## config.mk

```make
export PLATFORM = sky130hd
export DESIGN_NAME = seq_debounce_flat
export DESIGN_NICKNAME = d
export VERILOG_FILES = /design/src/rtl/seq_debounce_if.sv /design/src/rtl/seq_debounce.sv /design/src/flat_wrapper.sv
export SDC_FILE = /design/constraint.sdc
export NUM_CORES = 1
export LEC_CHECK = 0
export CORE_ASPECT_RATIO = 0.8
export CORE_UTILIZATION = 51
export DETAILED_ROUTE_END_ITERATION = 16
export PLACE_DENSITY_LB_ADDON = 0.08
export SLEW_MARGIN = 10
export SYNTH_ARGS = -nofsm -noshare
export SYNTH_HDL_FRONTEND = slang
export SYNTH_SLANG_ARGS = --single-unit
```

## constraint.sdc

```tcl
create_clock -name clk -period 2.06 [get_ports clk]
set_input_delay 0.412 -clock clk [delete_from_list [all_inputs] [get_ports clk]]
set_output_delay 0.412 -clock clk [all_outputs]
set_load 0.005 [all_outputs]
```

## src/rtl/seq_debounce_if.sv

```systemverilog
// Handshake bundle between the debounce conditioner and its neighbours:
// raw line and controls in, qualified pulse and status out.
interface seq_debounce_if #(
  parameter int GL_W = 8
);
  logic            din;
  logic            en;
  logic            clr_glitch;
  logic            seq;
  logic            level;
  logic            busy;
  logic [GL_W-1:0] glitch_cnt;

  // Driver side: stimulus source / upstream logic.
  modport master (
    output din, en, clr_glitch,
    input  seq, level, busy, glitch_cnt
  );

  // Conditioner side.
  modport slave (
    input  din, en, clr_glitch,
    output seq, level, busy, glitch_cnt
  );
endinterface

```

## src/rtl/seq_debounce.sv

```systemverilog
// Input conditioner: 2-flop synchroniser, debounce FSM, one seq pulse per
// confirmed rising edge, saturating counter of rejected transitions.
module seq_debounce #(
  parameter int DB_CYCLES = 4,
  parameter int CNT_W     = 8,
  parameter int GL_W      = 8
) (
  input logic           clk,
  input logic           rst,
  seq_debounce_if.slave bus
);
  typedef enum logic [1:0] {
    LOW      = 2'd0,
    RISE_CHK = 2'd1,
    HIGH     = 2'd2,
    FALL_CHK = 2'd3
  } state_t;

  localparam logic [CNT_W-1:0] CNT_LAST = CNT_W'(DB_CYCLES - 1);
  localparam logic [GL_W-1:0]  GL_MAX   = '1;

  logic             s1, s2, din_s;
  state_t           state, state_nxt;
  logic [CNT_W-1:0] cnt, cnt_nxt;
  logic             rise, glitch;

  assign din_s = s2;

  // Synchroniser: only s2 is ever seen by the FSM.
  always_ff @(posedge clk) begin
    if (!rst) begin
      s1 <= 1'b0;
      s2 <= 1'b0;
    end else begin
      s1 <= bus.din;
      s2 <= s1;
    end
  end

  // State and debounce counter registers.
  always_ff @(posedge clk) begin
    if (!rst) begin
      state <= LOW;
      cnt   <= '0;
    end else begin
      state <= state_nxt;
      cnt   <= cnt_nxt;
    end
  end

  // Next-state: a check state needs DB_CYCLES stable samples to resolve.
  always_comb begin
    state_nxt = state;
    cnt_nxt   = cnt;
    rise      = 1'b0;
    glitch    = 1'b0;
    case (state)
      LOW: begin
        if (din_s) begin
          state_nxt = RISE_CHK;
          cnt_nxt   = '0;
        end
      end
      RISE_CHK: begin
        if (!din_s) begin
          state_nxt = LOW;
          glitch    = 1'b1;
        end else if (cnt == CNT_LAST) begin
          state_nxt = HIGH;
          rise      = 1'b1;
        end else begin
          cnt_nxt = cnt + CNT_W'(1);
        end
      end
      HIGH: begin
        if (!din_s) begin
          state_nxt = FALL_CHK;
          cnt_nxt   = '0;
        end
      end
      FALL_CHK: begin
        if (din_s) begin
          state_nxt = HIGH;
          glitch    = 1'b1;
        end else if (cnt == CNT_LAST) begin
          state_nxt = LOW;
        end else begin
          cnt_nxt = cnt + CNT_W'(1);
        end
      end
      default: state_nxt = LOW;
    endcase
  end

  // Pulse register: a rise confirmed while disabled is dropped, not held.
  always_ff @(posedge clk) begin
    if (!rst) bus.seq <= 1'b0;
    else      bus.seq <= rise & bus.en;
  end

  // Glitch counter: clear beats a simultaneous glitch, saturates at max.
  always_ff @(posedge clk) begin
    if (!rst)                          bus.glitch_cnt <= '0;
    else if (bus.clr_glitch)           bus.glitch_cnt <= '0;
    else if (glitch && bus.glitch_cnt != GL_MAX)
                                       bus.glitch_cnt <= bus.glitch_cnt + GL_W'(1);
  end

  // Status decoded from registered state only.
  assign bus.level = (state == HIGH) || (state == FALL_CHK);
  assign bus.busy  = (state == RISE_CHK) || (state == FALL_CHK);
endmodule

```

## src/flat_wrapper.sv

```systemverilog
// flat-port wrapper written by rule: the top's interface ports become plain ports
module seq_debounce_flat 
#(
  parameter int DB_CYCLES = 4,
  parameter int CNT_W     = 8,
  parameter int GL_W      = 8
)
  (clk, rst, bus_din, bus_en, bus_clr_glitch, bus_seq, bus_level, bus_busy, bus_glitch_cnt);
  seq_debounce_if #(.GL_W(GL_W)) bus_i ();
  input logic clk;
  input logic rst;
  input wire logic [$bits(bus_i.din)-1:0] bus_din;
  input wire logic [$bits(bus_i.en)-1:0] bus_en;
  input wire logic [$bits(bus_i.clr_glitch)-1:0] bus_clr_glitch;
  output wire logic [$bits(bus_i.seq)-1:0] bus_seq;
  output wire logic [$bits(bus_i.level)-1:0] bus_level;
  output wire logic [$bits(bus_i.busy)-1:0] bus_busy;
  output wire logic [$bits(bus_i.glitch_cnt)-1:0] bus_glitch_cnt;
  assign bus_i.din = bus_din;
  assign bus_i.en = bus_en;
  assign bus_i.clr_glitch = bus_clr_glitch;
  assign bus_seq = bus_i.seq;
  assign bus_level = bus_i.level;
  assign bus_busy = bus_i.busy;
  assign bus_glitch_cnt = bus_i.glitch_cnt;
  seq_debounce #(.DB_CYCLES(DB_CYCLES), .CNT_W(CNT_W), .GL_W(GL_W)) u_core (.clk(clk), .rst(rst), .bus(bus_i));
endmodule
```

# After elaboration in Yosys (flattened, before gate mapping)

Index checks and enable logic that the tools add are counted.

Reductions and logical operators: 7
Eq/ne operators: 11
$lt $le $gt $ge: 0
Div/mod/pow operators: 0
$add $sub $neg: 2
Multiply operators: 0
Multiplexer cells: 19
Shifts and indexed selects: 0
Bitwise logic cells: 2

Operators with widths:

| kind                                                | number |
|---|---|
| two-way mux 8 bit                                   | 5 |
| one-hot mux 8 bit (4 select lines)                  | 1 |
| adder 8 x 1 -> 8 bit, second input constant         | 2 |
| two-way mux 2 bit                                   | 6 |
| equality test 8 x 2 -> 1 bit, second input constant | 1 |
| != test 8 bit, second input constant                | 1 |
| one-hot mux 2 bit (4 select lines)                  | 1 |
| AND reduction 4 bit                                 | 2 |
| two-way mux 1 bit                                   | 5 |
| equality test 2 bit, second input constant          | 2 |
| != test 2 x 1 -> 1 bit, second input constant       | 2 |
| != test 2 bit, second input constant                | 2 |
| != test 3 x 1 -> 1 bit, second input constant       | 1 |
| != test 3 bit, second input constant                | 1 |
| equality test 2 x 1 -> 1 bit, second input constant | 1 |
| zero test 2 bit                                     | 1 |
| logical OR 1 bit                                    | 2 |
| one-hot mux 1 bit (2 select lines)                  | 1 |
| OR reduction 2 bit                                  | 1 |
| bitwise AND 1 bit                                   | 1 |
| logical AND 1 bit                                   | 1 |
| NOT 1 bit                                           | 1 |

Memories: 0
Bits in writable memories: 0
Output and inout bits: 11
Bits in latches: 0
Flip-flop bits (word level): 21
Logic and storage cells: 47
Memory bits (read-only): 0

# Longest topological paths before layout

Gate-level depths: netlist of the first run.

Depth in word-level cells: 5
Depth in mapped cells: 5
Mapped depth without buffers: 5

# Worst setup path before layout of the first run

No wires, ideal clock.

Path type: register to register
Start point: reg u_core.cnt[0]
End point: reg u_core.cnt[1]
Slack: 0.570 ns
Clock period less this slack: 1.490 ns
Data required time: 1.994 ns
Arrival time: 1.424 ns
Stages on the path, launching flop included: 6
Setup time: 0.066 ns
Path through: dfxtp_1 ha_1 nor4b_1 a21oi_2 nand2b_1 a21boi_2

Longest elaborated chain between the ends: 4
Elaborated cells on any way between the ends: 6
Classes of those cells: add/sub: 1; eq/ne: 1; mux: 4

RTL lines:

| what                                                                        | line                                   | source |
|---|---|---|
| from (decl)                                                                 | seq_debounce.sv:24                     | `logic [CNT_W-1:0] cnt, cnt_nxt;` |
| from (signal assigned)                                                      | seq_debounce.sv:47                     | `cnt <= cnt_nxt;` |
| adder 8 x 1 -> 8 bit / equality test 8 x 2 -> 1 bit (equally long branches) | n/a                                    |  |
| two-way mux 8 bit (*)                                                       | seq_debounce.sv:68, seq_debounce.sv:85 |  |
| two-way mux 8 bit (on tied branches)                                        | seq_debounce.sv:82, seq_debounce.sv:65 |  |
| one-hot mux 8 bit (4 select lines) (*)                                      | seq_debounce.sv:57                     | `case (state)` |

Every way passes the cells marked *; elsewhere a longest branch is shown, timed or not. The select of a mux whose other input is x is not followed.
A chain may end at the register's enable or synchronous reset.

# Worst setup path after layout of the first run

Start point: reg u_core.state[0]
End point: out bus_busy

Longest elaborated chain between the ends: 2
Elaborated cells on any way between the ends: 3
Classes of those cells: eq/ne: 2; reduce/logical: 1

RTL lines:

| what                                                                       | line                | source |
|---|---|---|
| from (decl)                                                                | seq_debounce.sv:23  | `state_t state, state_nxt;` |
| from (signal assigned)                                                     | seq_debounce.sv:46  | `state <= state_nxt;` |
| equality test 2 x 1 -> 1 bit / equality test 2 bit (equally long branches) | seq_debounce.sv:111 | `assign bus.busy = (state == RISE_CHK) \|\| (state == FALL_CHK);` |
| logical OR 1 bit (*)                                                       | seq_debounce.sv:111 |  |
| to (decl)                                                                  | flat_wrapper.sv:17  | `output wire logic [$bits(bus_i.busy)-1:0] bus_busy;` |

Every way passes the cells marked *; elsewhere a longest branch is shown, timed or not.

==> impl_metrics.yaml, run 1 <==
logic_synthesis:
  largest_family_of_logic_cells_by_synthesized_area: "simple AND/OR/NAND/NOR gates"
  post-synth-top-area-fraction: 0.427
  yosys.area_share.xor_xnor: 0.115
  postSynth.topFlopCell: "dfxtp_1"
  synthTopCellsByArea: "dfxtp_1, xnor2_1, nor2_1"
  synth-seq-area-share: 0.427
  synth_area_in_compound_gates: 0.0941
  synth_top_cell_by_area: "dfxtp_1"
  post_synthesis_cells: 106
  yosys.cell_count.top_type: "dfxtp_1"
  synth-edff-count: 0
  synth.distinct_cells: 35
  net_count_after_synthesis: 113
  synthesis.area_per_instance_um2: 9.28
  ys_seq_elements: 21
  async_reset_ff_frac: 0
  synth_area_um2: 983
  synth-simple-area-share: 0.282
  synth_adder_area_share: 0.0254
  yosysWarningCount: 0
  yosys-mux-area-fraction: 0.0305
  synthTopCellsByCount: "dfxtp_1, nor2_1, xnor2_1, nand2_1, nand4_1"
grt:
  first_pass_grt_wire_length_um: 2960
  number_of_global_route_vias_before_repair: 661
  grtUsageTotal: 0.206
  antenna_found_initial: 0
  overflow: 0
  grt_start_max_net_pins: 13
die:
  coreArea_um2: 1710
  die-height_um: 41.3
  chipWidth_um: 51.1
  die_outline_area_um2: 2110
  i_o_pin_cnt: 16
  floorplan.initialDensity: 0.576
  row_count: 13
finish:
  number_of_standard_cells_in_the_final_layout_excluding_fillers: 143
  area_growth_syn_to_layout_pct: 19.1
  layout-drive-gt1-share: 0.0909
  diodes: 0
  fin_nets: 129
  finish.utilization: 0.686
timing:
  period_minus_slack_ps: 1820
  fin_worst_hold_slack_ps: 456
  max_slew.worst_pin.slew_ps: 581
  max_frequency_mhz: 550
  tns_ps: 0
  hold_viol: 0
  setup_viol: 0
  finalMaxSlewViolations: 0
  fin_crit_sh: 0.883
  fin_ws_ps: 242
  grt_setup_unrepaired: "no"
  clock_skew_ps: 6.59
  max_slew_headroom: 0.607
job:
  timing.max_cap.violations: 0
placement:
  placed_cells: 139
  io_buffer_count: 15
  hpwlAfterDp_um: 1420
  pre_cts_slack_ps: 362
  gp_routability_congestion: 0.798
clock_network:
  number_of_post_cts_setup_repair_buffers: 0
  cts_inserted_buffers: 3
  tritoncts: "built"
  post_cts_gate_resize_count: 0
  cts.hold.buffers_added: 0
  clock-root-buffer: "clkbuf_4"
  clock_tree.htree_level_count: 1
  tritoncts_num_sinks: 21
  cts.reportedPaths.clkPinSlew_ps: 120
  clkLatencyLatePin_ps: 310
  clock_path_buffers: 2
run_status:
  run_status: "completed"
detailed_routing:
  post-route-drc-count: 0
  avgViaCountPerCell: 5.60
  drt_first_pass_iters: 4
  ant_nets: 0
  num_vias: 801
  post_drt_wl_per_cell_um: 13.5
  drt_iter0_markers: 12
  wl_um: 1930
worst_hold_path:
  min_path_type: "flip-flop to flip-flop"
  min_path_cells: 1
  min_to: "u_core.din_s$_SDFF_PN0_"
  hp-start: "u_core.s1$_SDFF_PN0_"
critical_path:
  series_of_cell_instances_along_the_critical_path: "clkdlybuf4s50_1"
  rrSetupSlack_ps: 360
  critical_path.top_delay_family: "buffers and inverters"
  criticalPathCategory: "flip-flop to primary output"
  crit_path_end_kind: "primary output"
  ff2ff_path_depth: 5
  rr_endpoint: "u_core.cnt[0]$_SDFFE_PN0P_"
  cp-start-kind: "flip-flop"
  crit_arrival_ps: 1410
  critical_path.slowest_cell: "clkdlybuf4s50_1"
  worst-path-buf-inv: 1
  crit_required_ps: 1650
  worstPathMaxFanout: 9
  cp_slowest_stage_delay_ps: 580
  reg2reg_from: "u_core.cnt[0]$_SDFFE_PN0P_"
power_and_ir_drop:
  p_leak_nw: 0.397
  power_per_cell_area_nw_per_um2: 552
  vdd_ir_drop_max_mv: 0.457
==> metrics by stage <==
stage | cell area (um^2) | total power (W)
6_report | 1170 | 0.000647
5_1_grt | 1170 | 0.000673
4_1_cts | 1170 | 0.000656
3_5_place_dp | 1140 | 0.000454
3_3_place_gp | 1140 | 0.000454
2_1_floorplan | 983 | 0.000440
==> power breakdown <==
part / internal, W / total, W / leakage (nW) / switching, W
Clock: 0.0000726 / 0.000202 / 0.0177 / 0.000129
Sequential: 0.000410 / 0.000414 / 0.170 / 0.00000439
Combinational: 0.0000155 / 0.0000311 / 0.209 / 0.0000156
Total: 0.000498 / 0.000647 / 0.397 / 0.000149
==> placed cells by master (no fill, tap or decap), types with 4 or more instances in the layout <==
cell type        synthesis  final
dfxtp_1                 21     21
nor2_1                  16     16
clkdlybuf4s50_1          0     15
xnor2_1                  7      7
nand4_1                  6      6
nand2_1                  6      6
nand3_1                  5      5
xor2_1                   4      4
==> area by class of cell <==
type,count,area (um^2)
clock buffer,3,22.5
clock inverter,1,5.00
fill,153,537
inverter,2,7.51
multi-input combinational,79,538
sequential,21,420
tap,22,27.5
timing repair buffer,15,150
==> logic make-up (layout without fill, tap and decap cells) <==
| logic type | Yosys count | in the layout |
|---|---|---|
| adder cells (fa/ha/maj) | 2 | 2 |
| multiplexers | 3 | 3 |
| AND/OR/NAND/NOR | 50 | 50 |
| AO/OA/AOI/OAI | 12 | 12 |
| flip-flops | 21 | 21 |
| XOR/XNOR | 12 | 12 |
| buffers and inverters | 6 | 21 |
==> sequential cells by signal, indices dropped and copies added (netlist names), named ones only <==
name                   count
u_core.s1                  1
u_core.din_s               1
u_core.bus.glitch_cnt      8
u_core.state               1
u_core.cnt                 8
u_core.bus.seq             1
==> worst max path at each step <==
stage | start | to | depth (start not counted)
after CTS | u_core.state[0]$_SDFFE_PN0P_ | bus_busy | 1
after global routing | u_core.cnt[0]$_SDFFE_PN0P_ | u_core.cnt[0]$_SDFFE_PN0P_ | 5
after floorplan | u_core.cnt[0]$_SDFFE_PN0P_ | u_core.cnt[1]$_SDFFE_PN0P_ | 5
after detailed placement | u_core.cnt[0]$_SDFFE_PN0P_ | u_core.cnt[0]$_SDFFE_PN0P_ | 5
after global placement | u_core.cnt[0]$_SDFFE_PN0P_ | u_core.cnt[1]$_SDFFE_PN0P_ | 5
final | u_core.state[0]$_SDFFE_PN0P_ | bus_busy | 1
==> per-layer routing <==
metal,global-route usage,part of all wire
met5,0,0
met4,0.0625,0.0031
met3,0.0889,0.069
met2,0.342,0.44
met1,0.246,0.48
(Power assumes the default switching activity.)
==> inputs of run 2 (changes only) <==
--- a/config.mk
+++ b/config.mk
@@ -7,6 +7,7 @@
 export LEC_CHECK = 0
 export CORE_ASPECT_RATIO = 0.8
 export CORE_UTILIZATION = 51
+export CTS_CLUSTER_SIZE = 12
 export DETAILED_ROUTE_END_ITERATION = 16
 export PLACE_DENSITY_LB_ADDON = 0.08
 export SLEW_MARGIN = 10
==> results of run 2 <==
Final layout, timing and power as in run 1 (identical DEF).
==> inputs of run 3 (changes only) <==
--- a/config.mk
+++ b/config.mk
@@ -10,6 +10,7 @@
 export CTS_CLUSTER_SIZE = 12
 export DETAILED_ROUTE_END_ITERATION = 16
 export PLACE_DENSITY_LB_ADDON = 0.08
+export SKIP_CTS_REPAIR_TIMING = 1
 export SLEW_MARGIN = 10
 export SYNTH_ARGS = -nofsm -noshare
 export SYNTH_HDL_FRONTEND = slang
==> results of run 3 <==
Final layout, timing and power as in run 1 (identical DEF).
